[config.mk]
export PLATFORM = sky130hd
export DESIGN_NAME = tile_axil_ctrl_master
export DESIGN_NICKNAME = d
export VERILOG_FILES = /design/src/rtl/tile_axil_ctrl_master.sv
export SDC_FILE = /design/constraint.sdc
export NUM_CORES = 1
export LEC_CHECK = 0
export BUFFER_PORTS_ARGS = -buffer_cell sky130_fd_sc_hd__buf_4
export CORE_ASPECT_RATIO = 2
export CORE_MARGIN = 2
export CORE_UTILIZATION = 30
export DETAILED_ROUTE_END_ITERATION = 8
export GPL_TIMING_DRIVEN = 0
export HOLD_SLACK_MARGIN = 0.05
export PLACE_DENSITY = 0.54
export SLEW_MARGIN = 20
export SYNTH_ARGS = -nofsm -noshare
export SYNTH_HDL_FRONTEND = slang
export SYNTH_SLANG_ARGS = --single-unit
[constraint.sdc]
create_clock -name clk_control -period 2.34 [get_ports clk_control]
set_clock_uncertainty 0.1 [all_clocks]
set_input_delay 0.351 -clock clk_control [delete_from_list [all_inputs] [get_ports clk_control]]
set_output_delay 0.351 -clock clk_control [all_outputs]
set_load 0.02 [all_outputs]
[src/rtl/tile_axil_ctrl_master.sv]
// tile_axil_ctrl_master: AXI4-Lite initiator turning single register commands into transactions, with a stall watchdog
module tile_axil_ctrl_master #(
  parameter int BW       = 32,
  parameter int BWB      = BW / 8,
  parameter int AXI_ADDR = 8,
  parameter int TIMEOUT  = 1024
) (
  input  logic                clk_control,
  input  logic                clk_control_rst_high,
  input  logic                cmd_valid,
  output logic                cmd_ready,
  input  logic                cmd_write,
  input  logic [AXI_ADDR-1:0] cmd_addr,
  input  logic [BW-1:0]       cmd_wdata,
  input  logic [BWB-1:0]      cmd_wstrb,
  output logic                rsp_valid,
  input  logic                rsp_ready,
  output logic                rsp_write,
  output logic [BW-1:0]       rsp_rdata,
  output logic [1:0]          rsp_resp,
  output logic [AXI_ADDR-1:0] control_M_AXI_AWADDR,
  output logic                control_M_AXI_AWVALID,
  input  logic                control_M_AXI_AWREADY,
  output logic [BW-1:0]       control_M_AXI_WDATA,
  output logic [BWB-1:0]      control_M_AXI_WSTRB,
  output logic                control_M_AXI_WVALID,
  input  logic                control_M_AXI_WREADY,
  input  logic [1:0]          control_M_AXI_BRESP,
  input  logic                control_M_AXI_BVALID,
  output logic                control_M_AXI_BREADY,
  output logic [AXI_ADDR-1:0] control_M_AXI_ARADDR,
  output logic                control_M_AXI_ARVALID,
  input  logic                control_M_AXI_ARREADY,
  input  logic [BW-1:0]       control_M_AXI_RDATA,
  input  logic [1:0]          control_M_AXI_RRESP,
  input  logic                control_M_AXI_RVALID,
  output logic                control_M_AXI_RREADY,
  output logic                busy,
  output logic                timeout_err
);
  typedef enum logic [2:0] {IDLE, WR, WR_RESP, RD, RD_DATA, RSP} state_t;
  localparam int CW = TIMEOUT > 0 ? $clog2(TIMEOUT + 1) : 1;
  localparam logic [CW-1:0] TMAX = CW'(TIMEOUT);
  state_t state, state_n;
  logic [AXI_ADDR-1:0] addr_q;
  logic [CW-1:0] wd_cnt, wd_n;
  logic accept, waiting, aw_done, w_done;
  assign cmd_ready = state == IDLE;
  assign busy = state != IDLE;
  assign accept = cmd_valid && state == IDLE;
  assign control_M_AXI_AWADDR = addr_q;
  assign control_M_AXI_ARADDR = addr_q;
  assign aw_done = !control_M_AXI_AWVALID || control_M_AXI_AWREADY;
  assign w_done = !control_M_AXI_WVALID || control_M_AXI_WREADY;
  assign waiting = state == WR || state == WR_RESP || state == RD || state == RD_DATA;
  always_comb begin
    state_n = state;
    case (state)
      IDLE:    state_n = cmd_valid ? (cmd_write ? WR : RD) : IDLE;
      WR:      state_n = aw_done && w_done ? WR_RESP : WR;
      WR_RESP: state_n = control_M_AXI_BVALID ? RSP : WR_RESP;
      RD:      state_n = control_M_AXI_ARREADY ? RD_DATA : RD;
      RD_DATA: state_n = control_M_AXI_RVALID ? RSP : RD_DATA;
      RSP:     state_n = rsp_ready ? IDLE : RSP;
      default: state_n = IDLE;
    endcase
    // counter restarts whenever the transaction leaves the slave-wait states
    wd_n = (state_n == RSP || state_n == IDLE) ? '0 :
           (TIMEOUT != 0 && waiting && wd_cnt != TMAX) ? wd_cnt + 1'b1 : wd_cnt;
  end
  always_ff @(posedge clk_control) begin
    if (clk_control_rst_high) begin
      state <= IDLE;
      addr_q <= '0;
      control_M_AXI_WDATA <= '0;
      control_M_AXI_WSTRB <= '0;
      control_M_AXI_AWVALID <= 1'b0;
      control_M_AXI_WVALID <= 1'b0;
      control_M_AXI_BREADY <= 1'b0;
      control_M_AXI_ARVALID <= 1'b0;
      control_M_AXI_RREADY <= 1'b0;
      rsp_valid <= 1'b0;
      rsp_write <= 1'b0;
      rsp_rdata <= '0;
      rsp_resp <= '0;
      wd_cnt <= '0;
      timeout_err <= 1'b0;
    end else begin
      state <= state_n;
      if (accept) begin
        addr_q <= cmd_addr;
        control_M_AXI_WDATA <= cmd_wdata;
        control_M_AXI_WSTRB <= cmd_wstrb;
      end
      control_M_AXI_AWVALID <= (accept && cmd_write) || (control_M_AXI_AWVALID && !control_M_AXI_AWREADY);
      control_M_AXI_WVALID <= (accept && cmd_write) || (control_M_AXI_WVALID && !control_M_AXI_WREADY);
      control_M_AXI_ARVALID <= (accept && !cmd_write) || (control_M_AXI_ARVALID && !control_M_AXI_ARREADY);
      control_M_AXI_BREADY <= state_n == WR_RESP;
      control_M_AXI_RREADY <= state_n == RD_DATA;
      rsp_valid <= state_n == RSP;
      if (state == WR_RESP && control_M_AXI_BVALID) begin
        rsp_write <= 1'b1;
        rsp_rdata <= '0;
        rsp_resp <= control_M_AXI_BRESP;
      end
      if (state == RD_DATA && control_M_AXI_RVALID) begin
        rsp_write <= 1'b0;
        rsp_rdata <= control_M_AXI_RDATA;
        rsp_resp <= control_M_AXI_RRESP;
      end
      wd_cnt <= wd_n;
      timeout_err <= timeout_err || (TIMEOUT != 0 && wd_n == TMAX);
    end
  end
endmodule

### Word level (Yosys, flattened, before mapping)

Cells that the tools add are included.

* flip-flop bits (word level): 100

* equal/unequal tests: 10
* add/subtract/negate cells: 1
* muxes and demuxes: 14
* reductions and logical operators: 31

Operator list (count)
* 2-to-1 mux 32 bit: 2
* 2-to-1 mux 11 bit: 2
* case mux 3 bit (6 select lines): 1
* == test 3 bit (second input constant): 4
* adder 11 x 1 -> 11 bit (second input constant): 1
* == test 11 bit (second input constant): 1
* != test 11 bit (second input constant): 1
* logical AND 1 bit: 10
* logical OR 1 bit: 10
* 2-to-1 mux 2 bit: 5
* == test 3 x 2 -> 1 bit (second input constant): 3
* 2-to-1 mux 3 bit: 3
* zero test 1 bit: 6
* zero test 3 bit: 2
* == test 3 x 1 -> 1 bit (second input constant): 1
* nonzero test 3 bit: 1
* nonzero test 2 bit: 1
* OR reduction 2 bit: 1
* 2-to-1 mux 1 bit: 1

### Depth between registers and ports, before layout

Gate-level depths: netlist of run 1.

* word-level depth: 10
* mapped depth: 9
* gate-level depth less buffers: 8

### Least setup slack after synthesis of run 1

No wires, ideal clock.

* kind: register to register
* start point: reg wd_cnt[2]
* end point: reg timeout_err
* arrival time: 1734 ps
* path buffers: 0
* cell stages (with the launch flop): 7
* slack: 389 ps
* path through: dfxtp_1 -> or4b_4 -> nor4_4 -> nor2_2 -> mux2i_1 -> and3_1 -> a32o_1

* longest elaborated chain between the ends: 6
* elaborated cells on any way between the ends: 7

Ends and longest elaborated chain
* from (decl): RTL line 46 `logic [CW-1:0] wd_cnt, wd_n;`
* from (signal assigned): RTL line 111 `wd_cnt <= wd_n;`
* parallel branches: the longest is 2 deep, another holds adder 11 x 1 -> 11 bit
* 2-to-1 mux 11 bit *: RTL line 69 `(TIMEOUT != 0 && waiting && wd_cnt != TMAX) ? wd_cnt + 1'b1 : wd_cnt;`
* 2-to-1 mux 11 bit *: RTL line 68 `wd_n = (state_n == RSP || state_n == IDLE) ? '0 :`
* == test 11 bit *: RTL line 112 `timeout_err <= timeout_err || (TIMEOUT != 0 && wd_n == TMAX);`
* logical OR 1 bit *: RTL line 112
* to (signal assigned): RTL line 112
* to (decl): RTL line 39 `output logic timeout_err`

Mark *: on every way between the ends.
A chain may end at the register's enable or synchronous reset.

### Final worst setup path of run 1

Ends and elaborated chain as after synthesis.

==> metrics.yaml, run 1 <==
setup_path:
  crit_start: "wd_cnt[2]"
  r2r-start: "wd_cnt[2]"
  cp_max_fo: 8
  critPathArrivalTime_ns: 2.26
  cp-end-kind: "flip-flop"
  crit_path_start_kind: "flip-flop"
  worstPathRequired_ns: 2.46
  crit_type: "flip-flop to flip-flop"
drt:
  routedWlPerCell_um: 14.8
  dr.pass1.iters: 4
  viasPerCell: 4.77
  ant_nets: 0
  route.detailed.drc: 0
  wirelength_um: 11900
  drt_iter0_markers: 117
  vias: 3839
clock_tree:
  cts_tree: "yes"
  clock_latency_ns: 0.33
  cts_buffers: 9
  htree_levels: 3
  cts.clk_slew.worst_paths_ns: 0.07
  root_buffer: "clkbuf_16"
  cts_max_path_buffers: 2
  cts.sink_count: 100
hold_path:
  worstHoldPathType: "input port to flip-flop"
  worstHoldStart: "control_M_AXI_RDATA[13]"
timing:
  fin_crit_ns: 2.13
  rsz0062_at_grt: "false"
  finalHoldViolations: 0
  worst_pin_slew_ns: 0.694
  timing.slew.headroom_pct: 53.7
  setup_viol: 0
  slew_viol_final: 0
  setup_tns_ns: 0
  period_share_pct: 91.1
  clock.fmax_ghz: 0.469
yosys:
  synth-main-ff-cell: "dfxtp_1"
  ys_seq_area_share_pct: 51.7
  synth_top_area_cell: "dfxtp_1"
  synthesis.nets: 546
  synth_area_leaders: "dfxtp_1 52%, nand2_1 9.8%, a21oi_1 6.9%, a22oi_1 6.2%, nor2_1 5.3%"
  synth_area_um2: 3870
  async_flop_share_pct: 0
  ys_types: 43
  yosysTopAreaCellShare_pct: 51.7
  synth_edf_count: 0
  ys_ff_latch: 100
  avgSynthCellArea_um2: 8.53
  yosys_warnings: 0
  syn_inst: 454
  synthTopCellsByCount: "101 x nand2_1, 100 x dfxtp_1, 55 x nor2_1, 53 x a21oi_1, 32 x a22oi_1"
  synth_most_common_cell: "nand2_1"
layout:
  multi_input_area_um2: 1630
  finalNonFillerCells: 804
  fill_cells: 1297
  final_layout_size_suffix_gt1_share_pct: 34.6
  antenna_cells: 0
  area_delta_synth_final_pct: 48.4
  regArea_um2: 2000
  final_nets: 741
pwr:
  peakVddDrop_mv: 0.327
  p_leak_nw: 2.51
  p_per_area_nw_per_um2: 789
global_routing:
  grt_pass1_wl_um: 17900
  gr-total-overflow: 0
  antenna_found_initial: 0
  grt_pass1_vias: 3767
  gr-usage-all-layers_pct: 16.4
  grt_max_degree: 17
status:
  status: "finished, final reports clean"
die:
  ios: 186
  die_x_um: 84.3
  die_area_um2: 13900
  initial_core_util_pct: 30.8
  core_um2: 12600
  num_rows: 58
  die_h_um: 165
placement:
  dp_cells: 788
  dpl.hpwl_um: 9510
  place.gp.congestion: 0.838
  port_buffers: 184
run:
  maxCapViolations: 0
[cells in the final DEF, fill, tap and decap left out, drive strengths merged, types with 2 or more instances in the layout]
cell | netlist | final
xor2 | 2 | 2
nor4 | 3 | 3
a22oi | 32 | 32
nor2 | 57 | 57
clkinv | 0 | 2
nor3b | 3 | 3
nand3 | 5 | 5
ha | 2 | 2
a31oi | 2 | 2
nor2b | 3 | 3
mux2i | 3 | 3
clkbuf | 19 | 30
o21ai | 2 | 2
nand4 | 2 | 2
dfxtp | 100 | 100
nor3 | 7 | 7
a21oi | 53 | 53
and3 | 3 | 3
buf | 20 | 204
nand2b | 4 | 4
inv | 8 | 9
nand2 | 101 | 101
xnor2 | 10 | 10
or3 | 2 | 2
[what timing repair did]
item,CTS,global route
buffers inserted,0,0
endpoints found under the setup margin,0,30
gates resized for setup,0,1
hold buffers,0,0
[stage by stage]
step                      area, um2  utilization [%]  hold WS (ns)  setup slack [ns]  power, W
after floorplan                3870                -         0.387             0.389   0.00259
after global placement         5440             43.3         0.344             0.142   0.00307
after detailed placement       5440             43.3         0.349             0.136   0.00309
after CTS                      5740             45.7         0.138             0.122   0.00460
after global routing           5750             45.8         0.151            0.0149   0.00476
final                          5750             45.8         0.149             0.207   0.00453
[kinds of logic after synthesis]
| group | count (synthesis) | share of synthesized area (%) |
|---|---|---|
| compound gates | 95 | 15.8 |
| xor+xnor | 12 | 2.71 |
| fa+ha+maj | 2 | 0.646 |
| buf+inv | 47 | 6.17 |
| flops | 100 | 51.7 |
| mux | 3 | 0.776 |
| simple gates | 195 | 22.2 |
[worst max-delay path, stage by stage (launching register included)]
cell	delay (ns)
dfxtp_1	0.39
or4b_4	0.58
nor4_4	0.26
nor2_2	0.10
mux2i_1	0.15
and3_1	0.20
a32o_1	0.24
[power breakdown]
| part | switching (W) | internal [W] | leakage (nW) | total, W |
|---|---|---|---|---|
| clock network | 0.000636 | 0.000863 | 0.146 | 0.00150 |
| registers | 0.0000828 | 0.00183 | 0.813 | 0.00191 |
| logic | 0.000639 | 0.000486 | 1.55 | 0.00113 |
[flip-flops by register name, indices dropped and copies added (netlist names)]
name	count
control_M_AXI_WDATA	32
rsp_rdata	32
wd_cnt	11
control_M_AXI_ARADDR	8
control_M_AXI_WSTRB	4
state	3
rsp_resp	2
control_M_AXI_ARVALID	1
control_M_AXI_AWVALID	1
control_M_AXI_BREADY	1
control_M_AXI_RREADY	1
control_M_AXI_WVALID	1
rsp_valid	1
rsp_write	1
timeout_err	1
[metal layers]
metal / GRT usage (%) / vias up / routed length, um
met3: 3.20 / 28 / 628
li1: - / 1895 / -
met4: 9.24 / 0 / 494
met5: 0 / - / 0
met2: 31.9 / 137 / 6770
met1: 15.6 / 1779 / 3990
[final timing paths]
| path | endpoint | slack [ns] | cells past startpoint |
|---|---|---|---|
| worst max-delay path | timeout_err | 0.21 | 6 |
| worst min-delay path | rsp_rdata[13] | 0.15 | 3 |
| worst max register to register | timeout_err | 0.21 | 6 |
| worst min register to register | control_M_AXI_WDATA[10] | 0.36 | 2 |
[final cells by class]
class                           count  area share [%]
Clock inverter                      5            1.05
Multi-Input combinational cell    307            28.4
Timing Repair Buffer              184            24.0
Tap cell                          150            3.27
Inverter                            8           0.566
Clock buffer                       11            4.22
Sequential cell                   100            34.8
Buffer                             39            3.59
Note: power is estimated with default switching activity, not from simulation.
==> inputs of run 2 (changes only) <==
--- a/config.mk
+++ b/config.mk
@@ -5,6 +5,7 @@
 export SDC_FILE = /design/constraint.sdc
 export NUM_CORES = 1
 export LEC_CHECK = 0
+export ABC_AREA = 1
 export BUFFER_PORTS_ARGS = -buffer_cell sky130_fd_sc_hd__buf_4
 export CORE_ASPECT_RATIO = 2
 export CORE_MARGIN = 2
@@ -12,8 +13,7 @@
 export DETAILED_ROUTE_END_ITERATION = 8
 export GPL_TIMING_DRIVEN = 0
 export HOLD_SLACK_MARGIN = 0.05
-export PLACE_DENSITY = 0.54
-export SLEW_MARGIN = 20
+export PLACE_DENSITY = 0.53
 export SYNTH_ARGS = -nofsm -noshare
 export SYNTH_HDL_FRONTEND = slang
 export SYNTH_SLANG_ARGS = --single-unit
==> metrics.yaml, run 2 <==
status:
  status: "finished, final reports clean"
yosys:
  synth_top_area_cell: "dfxtp_1"
  synth_area_leaders: "dfxtp_1 48%, nand2_1 20%, a21oi_1 9.9%, nand3_1 2.6%, clkbuf_1 2.1%"
  synth-main-ff-cell: "dfxtp_1"
  async_flop_share_pct: 0  # unchanged
  yosys_warnings: 0  # unchanged
  synth_most_common_cell: "nand2_1"
  synth_area_um2: 4190  # +8.1%
  synthesis.nets: 655  # +20%
  ys_ff_latch: 100  # unchanged
  syn_inst: 563  # +24%
  synthTopCellsByCount: "220 x nand2_1, 100 x dfxtp_1, 83 x a21oi_1"
  ys_seq_area_share_pct: 47.8  # -3.9 points
  synth_edf_count: 0  # unchanged
  yosysTopAreaCellShare_pct: 47.8  # -3.9 points
  ys_types: 37  # -14%
  avgSynthCellArea_um2: 7.43  # -13%
timing:
  finalWorstSetupSlack_ns: 0.321  # +0.114 ns
  fin_worst_hold_slack_ns: 0.163  # +0.0142 ns
  slew_viol_final: 0  # unchanged
  clock.fmax_ghz: 0.495  # +5.7%
  worst_pin_slew_ns: 0.616  # -0.0779 ns
  rsz0062_at_grt: "false"
  setup_viol: 0  # unchanged
  timing.slew.headroom_pct: 58.9  # +5.2 points
  finalHoldViolations: 0  # unchanged
  setup_tns_ns: 0  # unchanged
  period_share_pct: 86.3  # -4.9 points
  fin_crit_ns: 2.02  # -0.114 ns
layout:
  final_nets: 850  # +15%
  top_regs: "control_M_AXI_WDATA (32), rsp_rdata (32), wd_cnt (11)"
  final_cell_mix: "220 x nand2_1, 192 x buf_4, 99 x dfxtp_1, 83 x a21oi_1, 24 x clkbuf_1"
  area_delta_synth_final_pct: 45.2
  final_common_cell: "nand2_1"
  antenna_cells: 0  # unchanged
  final_util_pct: 44.2  # -1.5 points
  final_area_um2: 6080  # +5.8%
  final_layout_size_suffix_gt1_share_pct: 31.6  # -3.0 points
clock_tree:
  cts_buffers: 9  # unchanged
  clock_latency_ns: 0.34  # about the same
  cts.clk_slew.worst_paths_ns: 0.07  # about the same
  cts.sink_count: 100  # unchanged
  cts_tree: "yes"
  htree_levels: 3  # unchanged
  cts_max_path_buffers: 2  # unchanged
  ctsHoldBuffers: 0  # unchanged
  root_buffer: "clkbuf_16"
die:
  num_rows: 61  # +5.2%
  initial_core_util_pct: 30.5  # -0.37 points
  core_um2: 13700  # +9.4%
  die_h_um: 171  # +3.9%
  die_x_um: 87.5  # +3.8%
  die_area_um2: 15000  # +7.8%
  ios: 186  # unchanged
setup_path:
  reg2reg_to: "timeout_err"
  r2r_setup_slack_ns: 0.32  # +0.11 ns
  crit_path_start_kind: "flip-flop"
  ff2ff_path_depth: 11  # +5
  crit_type: "flip-flop to flip-flop"
  cp_max_fo: 7  # -1
  r2r-start: "state[2]"
  worstPathRequired_ns: 2.46  # about the same
  cp-end-kind: "flip-flop"
  critPathArrivalTime_ns: 2.13  # -0.13 ns
drt:
  wirelength_um: 12200  # +2.5%
  vias: 4221  # +10%
  ant_nets: 0  # unchanged
  dr.pass1.iters: 4  # unchanged
  routedWlPerCell_um: 13.2  # -10%
  viasPerCell: 4.59  # -3.9%
  route.detailed.drc: 0  # unchanged
  drt_iter0_markers: 166  # +42%
global_routing:
  grt_pass1_wl_um: 19900  # +11%
  gr-usage-all-layers_pct: 16.6  # +0.20 points
  grt_max_degree: 17  # unchanged
  gr-total-overflow: 0  # unchanged
  grt_pass1_vias: 4064  # +7.9%
  antenna_found_initial: 0  # unchanged
pwr:
  p_leak_nw: 2.78  # +11%
  peakVddDrop_mv: 0.392  # +20%
  p_per_area_nw_per_um2: 825  # +4.6%
hold_path:
  worstHoldStart: "cmd_addr[0]"
  hold_end: "control_M_AXI_ARADDR[0]"
  worstHoldPathType: "input port to flip-flop"
  hold_depth: 3  # unchanged
run:
  maxCapViolations: 0  # unchanged
placement:
  port_buffers: 184  # unchanged
  place.gp.congestion: 0.802  # -4.3%
  place_ws_ns: 0.239  # +0.104 ns
  placed_area_um2: 5760  # +5.9%
  dpl.hpwl_um: 9540  # +0.27%
[run 2: changes by cell type in the layout (fill, tap and decap cells not counted), sizes merged, moves of 18 or more]
cell | previous run | this run
inv | 9 | 30
nand2 | 101 | 229
a21oi | 53 | 85
nor2 | 57 | 31
a22oi | 32 | 0
nand3 | 5 | 23
[run 2: cells by family (layout without fill, tap and decap cells)]
family,Yosys count,count (layout),synth area share [%]
flip-flops,100,100,47.8
buffers and inverters,66,266,7.23
AND/OR/NAND/NOR,296,296,31.4
adder cells (fa/ha/maj),2,2,0.598
AO/OA/AOI/OAI,94,94,11.9
XOR/XNOR,5,5,1.05
[run 2: critical path: stages, from the launching register on]
cell and delay (ns):
dfxtp_1 0.55, nand2_1 0.14, nand2_1 0.20, inv_1 0.11
a21oi_4 0.25, nand2_1 0.11, nand2_1 0.07, nand3_1 0.08
nand2_1 0.09, nor2_1 0.05, nand3_1 0.09, a21oi_2 0.05
[run 2: what timing repair did]
action                     CTS  global route
hold endpoints to repair     0             0
buffers inserted             0             0
gates resized for setup      0             1
setup endpoints to repair    0             1
[run 2: worst max-delay path by stage]
stage | start | to | depth (start not counted)
floorplan | wd_cnt[0] | timeout_err | 12
global placement | wd_cnt[0] | timeout_err | 14
detailed placement | wd_cnt[0] | timeout_err | 14
CTS | wd_cnt[0] | timeout_err | 14
global route | wd_cnt[0] | timeout_err | 14
finish | state[2] | timeout_err | 11
[run 2: layout make-up]
type / count / area [um2]
plain buffers: 35 / 179
clock buffers: 12 / 256
clock inverters: 4 / 56.3
fillers: 1453 / 7660
inverters: 31 / 124
multi-input cells: 397 / 1880
flip-flops and latches: 100 / 2000
well taps: 157 / 196
repair buffers: 184 / 1380
[run 2: stage by stage]
stage,total power (W),cells
6_report,0.00502,920
5_1_grt,0.00534,920
4_1_cts,0.00509,920
3_5_place_dp,0.00353,904
3_3_place_gp,0.00352,904
2_1_floorplan,0.00294,563
[run 2: routing by layer]
layer  GRT usage [%]  up-vias  part of all wire (%)
met4            4.68        0                  0.99
met3            6.51        7                    11
li1                -     2178                     -
met1            21.7     1861                    43
met2            25.2      175                    45
met5               0        -                     0
[run 2: report_power, final]
group	total (W)	switching, W	leakage (nW)	internal [W]
combinational	0.00150	0.000907	1.81	0.000593
clock	0.00154	0.000644	0.153	0.000896
sequential	0.00198	0.000115	0.814	0.00186
total	0.00502	0.00167	2.78	0.00335
